$ cat src/rtl/gemm_tile_sequencer_pkg.sv
// Shared constants for the GEMM tile sequencer: gemm register map, DIM field layout,
// block sizes and the FSM state encoding.
package gemm_tile_sequencer_pkg;

  localparam int SUPER_SYS_ROWS = 16;
  localparam int SUPER_SYS_COLS = 16;

  localparam int BLK_N_DEF = SUPER_SYS_ROWS;
  localparam int BLK_K_DEF = SUPER_SYS_COLS;
  localparam int BLK_M_DEF = 16;

  // Offsets from the gemm register base; +0 and +24 are shared between a write and a status read
  localparam logic [31:0] REG_TILE_A   = 32'd0;
  localparam logic [31:0] REG_FULL     = 32'd0;
  localparam logic [31:0] REG_TILE_B   = 32'd4;
  localparam logic [31:0] REG_TILE_C   = 32'd8;
  localparam logic [31:0] REG_A_STRIDE = 32'd12;
  localparam logic [31:0] REG_B_STRIDE = 32'd16;
  localparam logic [31:0] REG_CTRL     = 32'd20;
  localparam logic [31:0] REG_DIM      = 32'd24;
  localparam logic [31:0] REG_DONE     = 32'd24;

  localparam int DIM_M_SH = 0;
  localparam int DIM_K_SH = 5;
  localparam int DIM_N_SH = 10;

  typedef enum logic [3:0] {
    ST_IDLE,
    ST_WR_ASTR,
    ST_WR_BSTR,
    ST_WR_A,
    ST_WR_B,
    ST_WR_C,
    ST_WR_CTRL,
    ST_WR_DIM,
    ST_RD_FULL,
    ST_CHK_FULL,
    ST_RD_DONE,
    ST_CHK_DONE,
    ST_ZERO,
    ST_FIN
  } tile_seq_state_t;

endpackage

$ cat src/rtl/gemm_tile_sequencer_iter.sv
// Tile-space iterator (n outer, m middle, k inner): counters, edge-tile sizes,
// first/last flags and tile addresses built from running offsets.
module gemm_tile_iter
  import gemm_tile_sequencer_pkg::*;
#(
  parameter int BLK_N = BLK_N_DEF,
  parameter int BLK_K = BLK_K_DEF,
  parameter int BLK_M = BLK_M_DEF,
  parameter int DIM_W = 16
) (
  input  logic             clk,
  input  logic             rst,
  input  logic             init_i,
  input  logic             advance_i,
  input  logic [DIM_W-1:0] dim_m_i,
  input  logic [DIM_W-1:0] dim_k_i,
  input  logic [DIM_W-1:0] dim_n_i,
  input  logic [31:0]      a_base_i,
  input  logic [31:0]      b_base_i,
  input  logic [31:0]      c_base_i,
  output logic [DIM_W-1:0] dim_k_o,
  output logic [DIM_W-1:0] dim_n_o,
  output logic [31:0]      tile_a_o,
  output logic [31:0]      tile_b_o,
  output logic [31:0]      tile_c_o,
  output logic [4:0]       msize_o,
  output logic [4:0]       ksize_o,
  output logic [4:0]       nsize_o,
  output logic             first_o,
  output logic             last_o,
  output logic             is_last_tile_o
);

  localparam int CW = DIM_W + 1;
  localparam logic [CW-1:0] STEP_M = CW'(BLK_M);
  localparam logic [CW-1:0] STEP_K = CW'(BLK_K);
  localparam logic [CW-1:0] STEP_N = CW'(BLK_N);

  logic [DIM_W-1:0] dm_q, dk_q, dn_q;
  logic [31:0]      a_base_q, b_base_q, c_base_q;
  logic [CW-1:0]    m_q, k_q, n_q;
  logic [31:0]      a_row_q, b_koff_q, c_row_q;
  logic [31:0]      a_step_q, b_step_q, c_step_q, b_tail_q, b_last_q;

  logic [CW-1:0] m_end, k_end, n_end;
  logic          last_m, last_k, last_n;

  assign m_end  = m_q + STEP_M;
  assign k_end  = k_q + STEP_K;
  assign n_end  = n_q + STEP_N;
  assign last_m = m_end >= {1'b0, dm_q};
  assign last_k = k_end >= {1'b0, dk_q};
  assign last_n = n_end >= {1'b0, dn_q};

  assign msize_o = last_m ? 5'({1'b0, dm_q} - m_q) : 5'(BLK_M);
  assign ksize_o = last_k ? 5'({1'b0, dk_q} - k_q) : 5'(BLK_K);
  assign nsize_o = last_n ? 5'({1'b0, dn_q} - n_q) : 5'(BLK_N);

  assign first_o        = (k_q == '0);
  assign last_o         = last_k;
  assign is_last_tile_o = last_k & last_m & last_n;
  assign dim_k_o        = dk_q;
  assign dim_n_o        = dn_q;

  // B points at the last K row of the tile: (K-1)*N on the final k step, else k*N + (BLK_K-1)*N
  assign tile_a_o = a_base_q + a_row_q + 32'(k_q);
  assign tile_b_o = b_base_q + (last_k ? b_last_q : (b_koff_q + b_tail_q)) + 32'(n_q);
  assign tile_c_o = c_base_q + c_row_q + 32'(n_q);

  always_ff @(posedge clk or negedge rst) begin
    if (!rst) begin
      dm_q     <= '0;
      dk_q     <= '0;
      dn_q     <= '0;
      a_base_q <= '0;
      b_base_q <= '0;
      c_base_q <= '0;
      m_q      <= '0;
      k_q      <= '0;
      n_q      <= '0;
      a_row_q  <= '0;
      b_koff_q <= '0;
      c_row_q  <= '0;
      a_step_q <= '0;
      b_step_q <= '0;
      c_step_q <= '0;
      b_tail_q <= '0;
      b_last_q <= '0;
    end else if (init_i) begin
      dm_q     <= dim_m_i;
      dk_q     <= dim_k_i;
      dn_q     <= dim_n_i;
      a_base_q <= a_base_i;
      b_base_q <= b_base_i;
      c_base_q <= c_base_i;
      m_q      <= '0;
      k_q      <= '0;
      n_q      <= '0;
      a_row_q  <= '0;
      b_koff_q <= '0;
      c_row_q  <= '0;
      // Step sizes are formed once per job; tiles only ever add them
      a_step_q <= 32'(dim_k_i) * 32'(BLK_M);
      b_step_q <= 32'(dim_n_i) * 32'(BLK_K);
      c_step_q <= 32'(dim_n_i) * 32'(BLK_M);
      b_tail_q <= 32'(dim_n_i) * 32'(BLK_K) - 32'(dim_n_i);
      b_last_q <= (32'(dim_k_i) - 32'd1) * 32'(dim_n_i);
    end else if (advance_i) begin
      if (!last_k) begin
        k_q      <= k_end;
        b_koff_q <= b_koff_q + b_step_q;
      end else begin
        k_q      <= '0;
        b_koff_q <= '0;
        if (!last_m) begin
          m_q     <= m_end;
          a_row_q <= a_row_q + a_step_q;
          c_row_q <= c_row_q + c_step_q;
        end else begin
          m_q     <= '0;
          a_row_q <= '0;
          c_row_q <= '0;
          n_q     <= n_end;
        end
      end
    end
  end

endmodule

$ cat src/rtl/gemm_tile_sequencer.sv
// Walks a GEMM job tile by tile and programs the gemm accelerator over its system bus.
// Optional GEMM_SEQ_CYCLE_COUNT_EN adds a cycle_count output measuring job length.
module gemm_tile_sequencer
  import gemm_tile_sequencer_pkg::*;
#(
  parameter int          BLK_N     = BLK_N_DEF,
  parameter int          BLK_K     = BLK_K_DEF,
  parameter int          BLK_M     = BLK_M_DEF,
  parameter int          DIM_W     = 16,
  parameter logic [31:0] BASE_ADDR = 32'h9000_0000
) (
  input  logic             clk,
  input  logic             rst,
  input  logic             start,
  input  logic [DIM_W-1:0] dim_m,
  input  logic [DIM_W-1:0] dim_k,
  input  logic [DIM_W-1:0] dim_n,
  input  logic [31:0]      a_base,
  input  logic [31:0]      b_base,
  input  logic [31:0]      c_base,
  output logic             busy,
  output logic             done,
  output logic             bus_en,
  output logic             bus_rdwr,
  output logic [31:0]      bus_addr,
  output logic [31:0]      bus_wr_data,
  input  logic [31:0]      bus_rd_data
`ifdef GEMM_SEQ_CYCLE_COUNT_EN
  ,
  output logic [31:0]      cycle_count
`endif
);

  tile_seq_state_t state_q, state_d;
  logic            busy_d, done_d, bus_en_d, bus_rdwr_d;
  logic [31:0]     bus_addr_d, bus_wr_data_d;
  logic            init, advance, zero_job;

  logic [DIM_W-1:0] dim_k_l, dim_n_l;
  logic [31:0]      tile_a, tile_b, tile_c;
  logic [4:0]       msize, ksize, nsize;
  logic             first, last, is_last_tile;
  logic             unused_rd_bits;

  assign unused_rd_bits = ^bus_rd_data[31:1];
  assign zero_job = (dim_m == '0) || (dim_k == '0) || (dim_n == '0);

  gemm_tile_iter #(
    .BLK_N (BLK_N),
    .BLK_K (BLK_K),
    .BLK_M (BLK_M),
    .DIM_W (DIM_W)
  ) u_iter (
    .clk            (clk),
    .rst            (rst),
    .init_i         (init),
    .advance_i      (advance),
    .dim_m_i        (dim_m),
    .dim_k_i        (dim_k),
    .dim_n_i        (dim_n),
    .a_base_i       (a_base),
    .b_base_i       (b_base),
    .c_base_i       (c_base),
    .dim_k_o        (dim_k_l),
    .dim_n_o        (dim_n_l),
    .tile_a_o       (tile_a),
    .tile_b_o       (tile_b),
    .tile_c_o       (tile_c),
    .msize_o        (msize),
    .ksize_o        (ksize),
    .nsize_o        (nsize),
    .first_o        (first),
    .last_o         (last),
    .is_last_tile_o (is_last_tile)
  );

  always_comb begin
    state_d       = state_q;
    busy_d        = busy;
    done_d        = 1'b0;
    bus_en_d      = 1'b0;
    bus_rdwr_d    = 1'b0;
    bus_addr_d    = '0;
    bus_wr_data_d = '0;
    init          = 1'b0;
    advance       = 1'b0;

    case (state_q)
      ST_IDLE: if (start) begin
        init    = 1'b1;
        busy_d  = 1'b1;
        state_d = zero_job ? ST_ZERO : ST_WR_ASTR;
      end
      ST_WR_ASTR:  state_d = ST_WR_BSTR;
      ST_WR_BSTR:  state_d = ST_WR_A;
      ST_WR_A:     state_d = ST_WR_B;
      ST_WR_B:     state_d = ST_WR_C;
      ST_WR_C:     state_d = ST_WR_CTRL;
      ST_WR_CTRL:  state_d = ST_WR_DIM;
      ST_WR_DIM:   state_d = ST_RD_FULL;
      ST_RD_FULL:  state_d = ST_CHK_FULL;
      ST_CHK_FULL: begin
        if (bus_rd_data[0]) begin
          state_d = ST_RD_FULL;
        end else if (is_last_tile) begin
          state_d = ST_RD_DONE;
        end else begin
          advance = 1'b1;
          state_d = ST_WR_ASTR;
        end
      end
      ST_RD_DONE:  state_d = ST_CHK_DONE;
      ST_CHK_DONE: state_d = bus_rd_data[0] ? ST_FIN : ST_RD_DONE;
      ST_ZERO:     state_d = ST_FIN;
      ST_FIN:      state_d = ST_IDLE;
      default:     state_d = ST_IDLE;
    endcase

    // Bus outputs are registered, so they are decoded from the state being entered
    case (state_d)
      ST_WR_ASTR: begin
        bus_en_d      = 1'b1;
        bus_rdwr_d    = 1'b1;
        bus_addr_d    = BASE_ADDR + REG_A_STRIDE;
        bus_wr_data_d = 32'((state_q == ST_IDLE) ? dim_k : dim_k_l);
      end
      ST_WR_BSTR: begin
        bus_en_d      = 1'b1;
        bus_rdwr_d    = 1'b1;
        bus_addr_d    = BASE_ADDR + REG_B_STRIDE;
        bus_wr_data_d = 32'(dim_n_l);
      end
      ST_WR_A: begin
        bus_en_d      = 1'b1;
        bus_rdwr_d    = 1'b1;
        bus_addr_d    = BASE_ADDR + REG_TILE_A;
        bus_wr_data_d = tile_a;
      end
      ST_WR_B: begin
        bus_en_d      = 1'b1;
        bus_rdwr_d    = 1'b1;
        bus_addr_d    = BASE_ADDR + REG_TILE_B;
        bus_wr_data_d = tile_b;
      end
      ST_WR_C: begin
        bus_en_d      = 1'b1;
        bus_rdwr_d    = 1'b1;
        bus_addr_d    = BASE_ADDR + REG_TILE_C;
        bus_wr_data_d = tile_c;
      end
      ST_WR_CTRL: begin
        bus_en_d      = 1'b1;
        bus_rdwr_d    = 1'b1;
        bus_addr_d    = BASE_ADDR + REG_CTRL;
        bus_wr_data_d = {30'd0, first, last};
      end
      ST_WR_DIM: begin
        bus_en_d      = 1'b1;
        bus_rdwr_d    = 1'b1;
        bus_addr_d    = BASE_ADDR + REG_DIM;
        bus_wr_data_d = (32'(msize) << DIM_M_SH) | (32'(ksize) << DIM_K_SH) |
                        (32'(nsize) << DIM_N_SH);
      end
      ST_RD_FULL, ST_CHK_FULL: begin
        bus_en_d   = 1'b1;
        bus_addr_d = BASE_ADDR + REG_FULL;
      end
      ST_RD_DONE, ST_CHK_DONE: begin
        bus_en_d   = 1'b1;
        bus_addr_d = BASE_ADDR + REG_DONE;
      end
      ST_FIN: begin
        busy_d = 1'b0;
        done_d = 1'b1;
      end
      ST_IDLE: busy_d = 1'b0;
      default: ;
    endcase
  end

  always_ff @(posedge clk or negedge rst) begin
    if (!rst) begin
      state_q     <= ST_IDLE;
      busy        <= 1'b0;
      done        <= 1'b0;
      bus_en      <= 1'b0;
      bus_rdwr    <= 1'b0;
      bus_addr    <= '0;
      bus_wr_data <= '0;
    end else begin
      state_q     <= state_d;
      busy        <= busy_d;
      done        <= done_d;
      bus_en      <= bus_en_d;
      bus_rdwr    <= bus_rdwr_d;
      bus_addr    <= bus_addr_d;
      bus_wr_data <= bus_wr_data_d;
    end
  end

`ifdef GEMM_SEQ_CYCLE_COUNT_EN
  // The accept cycle counts as the first job cycle; the count stops once busy drops at FIN
  always_ff @(posedge clk or negedge rst) begin
    if (!rst) begin
      cycle_count <= '0;
    end else if (init) begin
      cycle_count <= 32'd1;
    end else if (busy) begin
      cycle_count <= cycle_count + 32'd1;
    end
  end
`endif

endmodule

$ cat config.mk
export PLATFORM = sky130hd
export DESIGN_NAME = gemm_tile_sequencer
export DESIGN_NICKNAME = d
export VERILOG_FILES = /design/src/rtl/gemm_tile_sequencer_pkg.sv /design/src/rtl/gemm_tile_sequencer_iter.sv /design/src/rtl/gemm_tile_sequencer.sv
export SDC_FILE = /design/constraint.sdc
export NUM_CORES = 2
export LEC_CHECK = 0
export CORE_MARGIN = 2
export CORE_UTILIZATION = 60
export CTS_CLUSTER_SIZE = 8
export DETAILED_ROUTE_END_ITERATION = 6
export PLACE_DENSITY = 0.81
export SETUP_SLACK_MARGIN = 0.5
export SYNTH_ARGS = -nofsm -noshare
export SYNTH_HDL_FRONTEND = slang
export SYNTH_SLANG_ARGS = --single-unit
$ cat constraint.sdc
create_clock -name clk -period 15.8 [get_ports clk]
set_input_delay 3.16 -clock clk [delete_from_list [all_inputs] [get_ports clk]]
set_output_delay 3.16 -clock clk [all_outputs]
set_load 0.02 [all_outputs]
==> results.cfg <==
[routing]
drt_pass1_iterations = 7
drtIter0Drc = 2587
wl_per_cell_um = 19.86
via_per_inst = 5.963
remaining_drc_errors = 4
vias = 30680
drt.antenna.violating_nets = 0
drt_wl_total_um = 102200

[yosys]
yosysWarnings = 0
avgSynthCellArea_sq_um = 8.682
synth_edf_count = 0
synthFlopType = dfrtp_1
synth_area_leader_cell = dfrtp_1
synth_top_cell_area_share_pct = 24.79
seq_area_frac_synth_pct = 24.79
syn_inst = 4221
syn-cell-area_sq_um = 36650
yosys_register_bits = 363
synth_area_leaders = dfrtp_1 (25%), fa_1 (17%), ha_1 (12%), nand2_1 (7.4%), inv_1 (4.7%)
async_flop_share_pct = 100.0
ys_types = 94

[worst_setup_path]
cpMostUsedCell = fa_1
critPathSlowestCell = xnor2_2
critPathArrivalTime_ns = 11.96
slowest_delay_ns = 0.89
endpoint_kind = flop
crit_fanout = 16
r2r_slack_ns = 7.91
start_kind = primary input
criticalPathCategory = in -> reg
required_ns = 16.23

[floorplanning]
ios = 247
dieArea_sq_um = 63070
fp.dieW_um = 251.1
core_region_area_sq_um = 60360
dieHeight_um = 251.1
start_util_pct = 60.72
row_count = 90

[hold_path]
hold_path.class = reg -> reg

[grt]
grt_overflow = 0
grt_pass1_wl_um = 163500
grt_start_max_net_pins = 110
track_usage_pct = 32.96
antenna_found_initial = 0
grt_pass1_vias = 31180

[power_and_ir_drop]
ir_worst_vdd_v = 0.0001732
power.density_nw_per_um2 = 240.7
p_leak_nw = 20.14

[layout]
regArea_sq_um = 9084
layout_common_cells = nand2_1 (722), inv_1 (462), dfrtp_1 (363), ha_1 (340), fa_1 (315)
mostFrequentLayoutCell = nand2_1
layout-drive-gt1-share_pct = 3.484
antenna_cells = 0
synthToLayoutAreaGrowth_pct = 10.64
fillers = 4829
multiInputGateArea_sq_um = 25270
nets = 5194

[cts]
cts_tree = built
cts_root_buf = clkbuf_16
cts_buffer_depth = 3
cts_resized = 0
htreeDepth = 2
cts_num_sinks = 363
clkLatencyLatePin_ns = 0.60
cts_buffers = 51
hold_buffers = 0
post_cts_buffers = 0
clk_pin_slew_ns = 0.05

[timing]
rsz0062_at_grt = false
finalSetupViolCount = 0
setup_ws_ns = 4.267
finalCritPeriodShare_pct = 73.00
fmax_ghz = 0.08670
tightest_slew_ns = 1.217
fin_crit_ns = 11.53
hold_viol_final = 0
fin_skew_ns = 0.02765
fin_setup_tns_ns = 0
drv_slew = 0
relSlewSlack_pct = 18.88

[status]
outcome = finished with violations
failed_checks = design-rule violations

[placement]
io_buffers = 188
place_ws_ns = 3.805
dp_hpwl_um = 78780
place_congestion = 0.9920

[run]
maxCapViolations = 0
kinds of logic after synthesis:
kind of cell | count (synthesis) | synth area share [%]
AOI/OAI and AO/OA | 848 | 14.84
xor gates and xnor gates | 264 | 6.309
adders and majority gates | 655 | 28.82
buffers and inverters | 643 | 6.968
DFF | 363 | 24.79
muxes | 24 | 0.6692
other | 2 | 0.02049
and+or+nand+nor | 1422 | 17.59
area by class of cell:
| class | count | area share (%) |
|---|---|---|
| Inverter | 462 | 4.277 |
| Clock inverter | 1 | 0.02160 |
| Multi-Input combinational cell | 3256 | 62.32 |
| Tap cell | 782 | 2.413 |
| Sequential cell | 363 | 22.40 |
| Timing Repair Buffer | 226 | 5.357 |
| Clock buffer | 55 | 3.209 |
through the flow:
step	cell area (sq um)	util, %	power (W)	hold WS, ns	cells
after global routing	40550	67.18	0.01059	0.5095	5145
after CTS	40550	67.18	0.009673	0.4801	5145
final	40550	67.18	0.009758	0.4802	5145
after global placement	39240	65.01	0.008475	0.4574	5089
after detailed placement	39240	65.01	0.008646	0.4677	5089
after floorplan	36800	-	0.006626	0.4391	4262
final timing paths:
| check | endpoint | cells past startpoint | startpoint |
|---|---|---|---|
| max | u_iter.b_last_q[31]$_DFFE_PN0P_ | 28 | dim_k[0] |
| min | u_iter.b_last_q[17]$_DFFE_PN0P_ | 2 | u_iter.b_last_q[17]$_DFFE_PN0P_ |
| max reg2reg | bus_wr_data[27]$_DFF_PN0_ | 26 | u_iter.k_q[4]$_DFFE_PN0P_ |
| min reg2reg | u_iter.b_last_q[17]$_DFFE_PN0P_ | 2 | u_iter.b_last_q[17]$_DFFE_PN0P_ |
| max in group asynchronous | u_iter.b_koff_q[30]$_DFFE_PN0P_ | 3 | rst |
| min in group asynchronous | u_iter.dm_q[13]$_DFFE_PN0P_ | 1 | rst |
sequential cells by signal (all words and copies together), names as in the netlist:
| signal | flops |
|---|---|
| u_iter.k_q | 13 |
| u_iter.b_base_q | 32 |
| u_iter.n_q | 13 |
| bus_wr_data | 32 |
| u_iter.m_q | 13 |
| state_q | 4 |
| busy | 1 |
| u_iter.a_row_q | 28 |
| u_iter.c_row_q | 28 |
| done | 1 |
| u_iter.b_tail_q | 21 |
| u_iter.b_step_q | 15 |
| bus_en | 1 |
| bus_addr | 4 |
| u_iter.b_last_q | 32 |
| u_iter.a_step_q | 16 |
| u_iter.a_base_q | 32 |
| u_iter.c_base_q | 32 |
| u_iter.dm_q | 16 |
| bus_rdwr | 1 |
| u_iter.b_koff_q | 28 |
layer usage:
layer | track usage [%] | share of wire, % | wire length [um] | vias to the layer above
li1 | - | - | - | 14270
met1 | 41.96 | 40 | 40640 | 15000
met2 | 55.62 | 48 | 49010 | 1152
met3 | 4.121 | 7.1 | 7205 | 259
met4 | 16.63 | 5.2 | 5313 | 0
met5 | 0 | 0 | 0 | -
synth_stat cells, drive strengths merged, types with 20 or more instances:
master,n
o21bai,22
a31oi,22
nor4,24
nand4,33
xor2,122
nor2b,27
or3,27
o21ai,291
xnor2,142
a21oi,176
dfrtp,363
mux2i,20
a22oi,23
nor3,51
buf,52
fa,315
inv,462
nand2,724
and3,34
nand3,100
nand2b,33
a21o,69
and2,101
o21a,30
a211oi,29
nor2,232
ha,340
clkbuf,129
o31ai,47
report_power, final:
| part | leakage [nW] | internal [W] | switching [W] | total [W] |
|---|---|---|---|---|
| sequential | 4.65 | 0.00130 | 0.000389 | 0.00169 |
| clock | 0.644 | 0.000569 | 0.000396 | 0.000965 |
| combinational | 14.8 | 0.00277 | 0.00433 | 0.00710 |
| total | 20.1 | 0.00464 | 0.00512 | 0.00976 |
worst max-delay path: cells and delay by family:
| kind | cells | cell delay, ns |
|---|---|---|
| buf+inv | 6 | 1.07 |
| xor+xnor | 2 | 1.03 |
| simple gates | 7 | 1.89 |
| compound gates | 6 | 1.38 |
| fa+ha+maj | 7 | 3.39 |
Note: power is estimated with default switching activity, not from simulation.
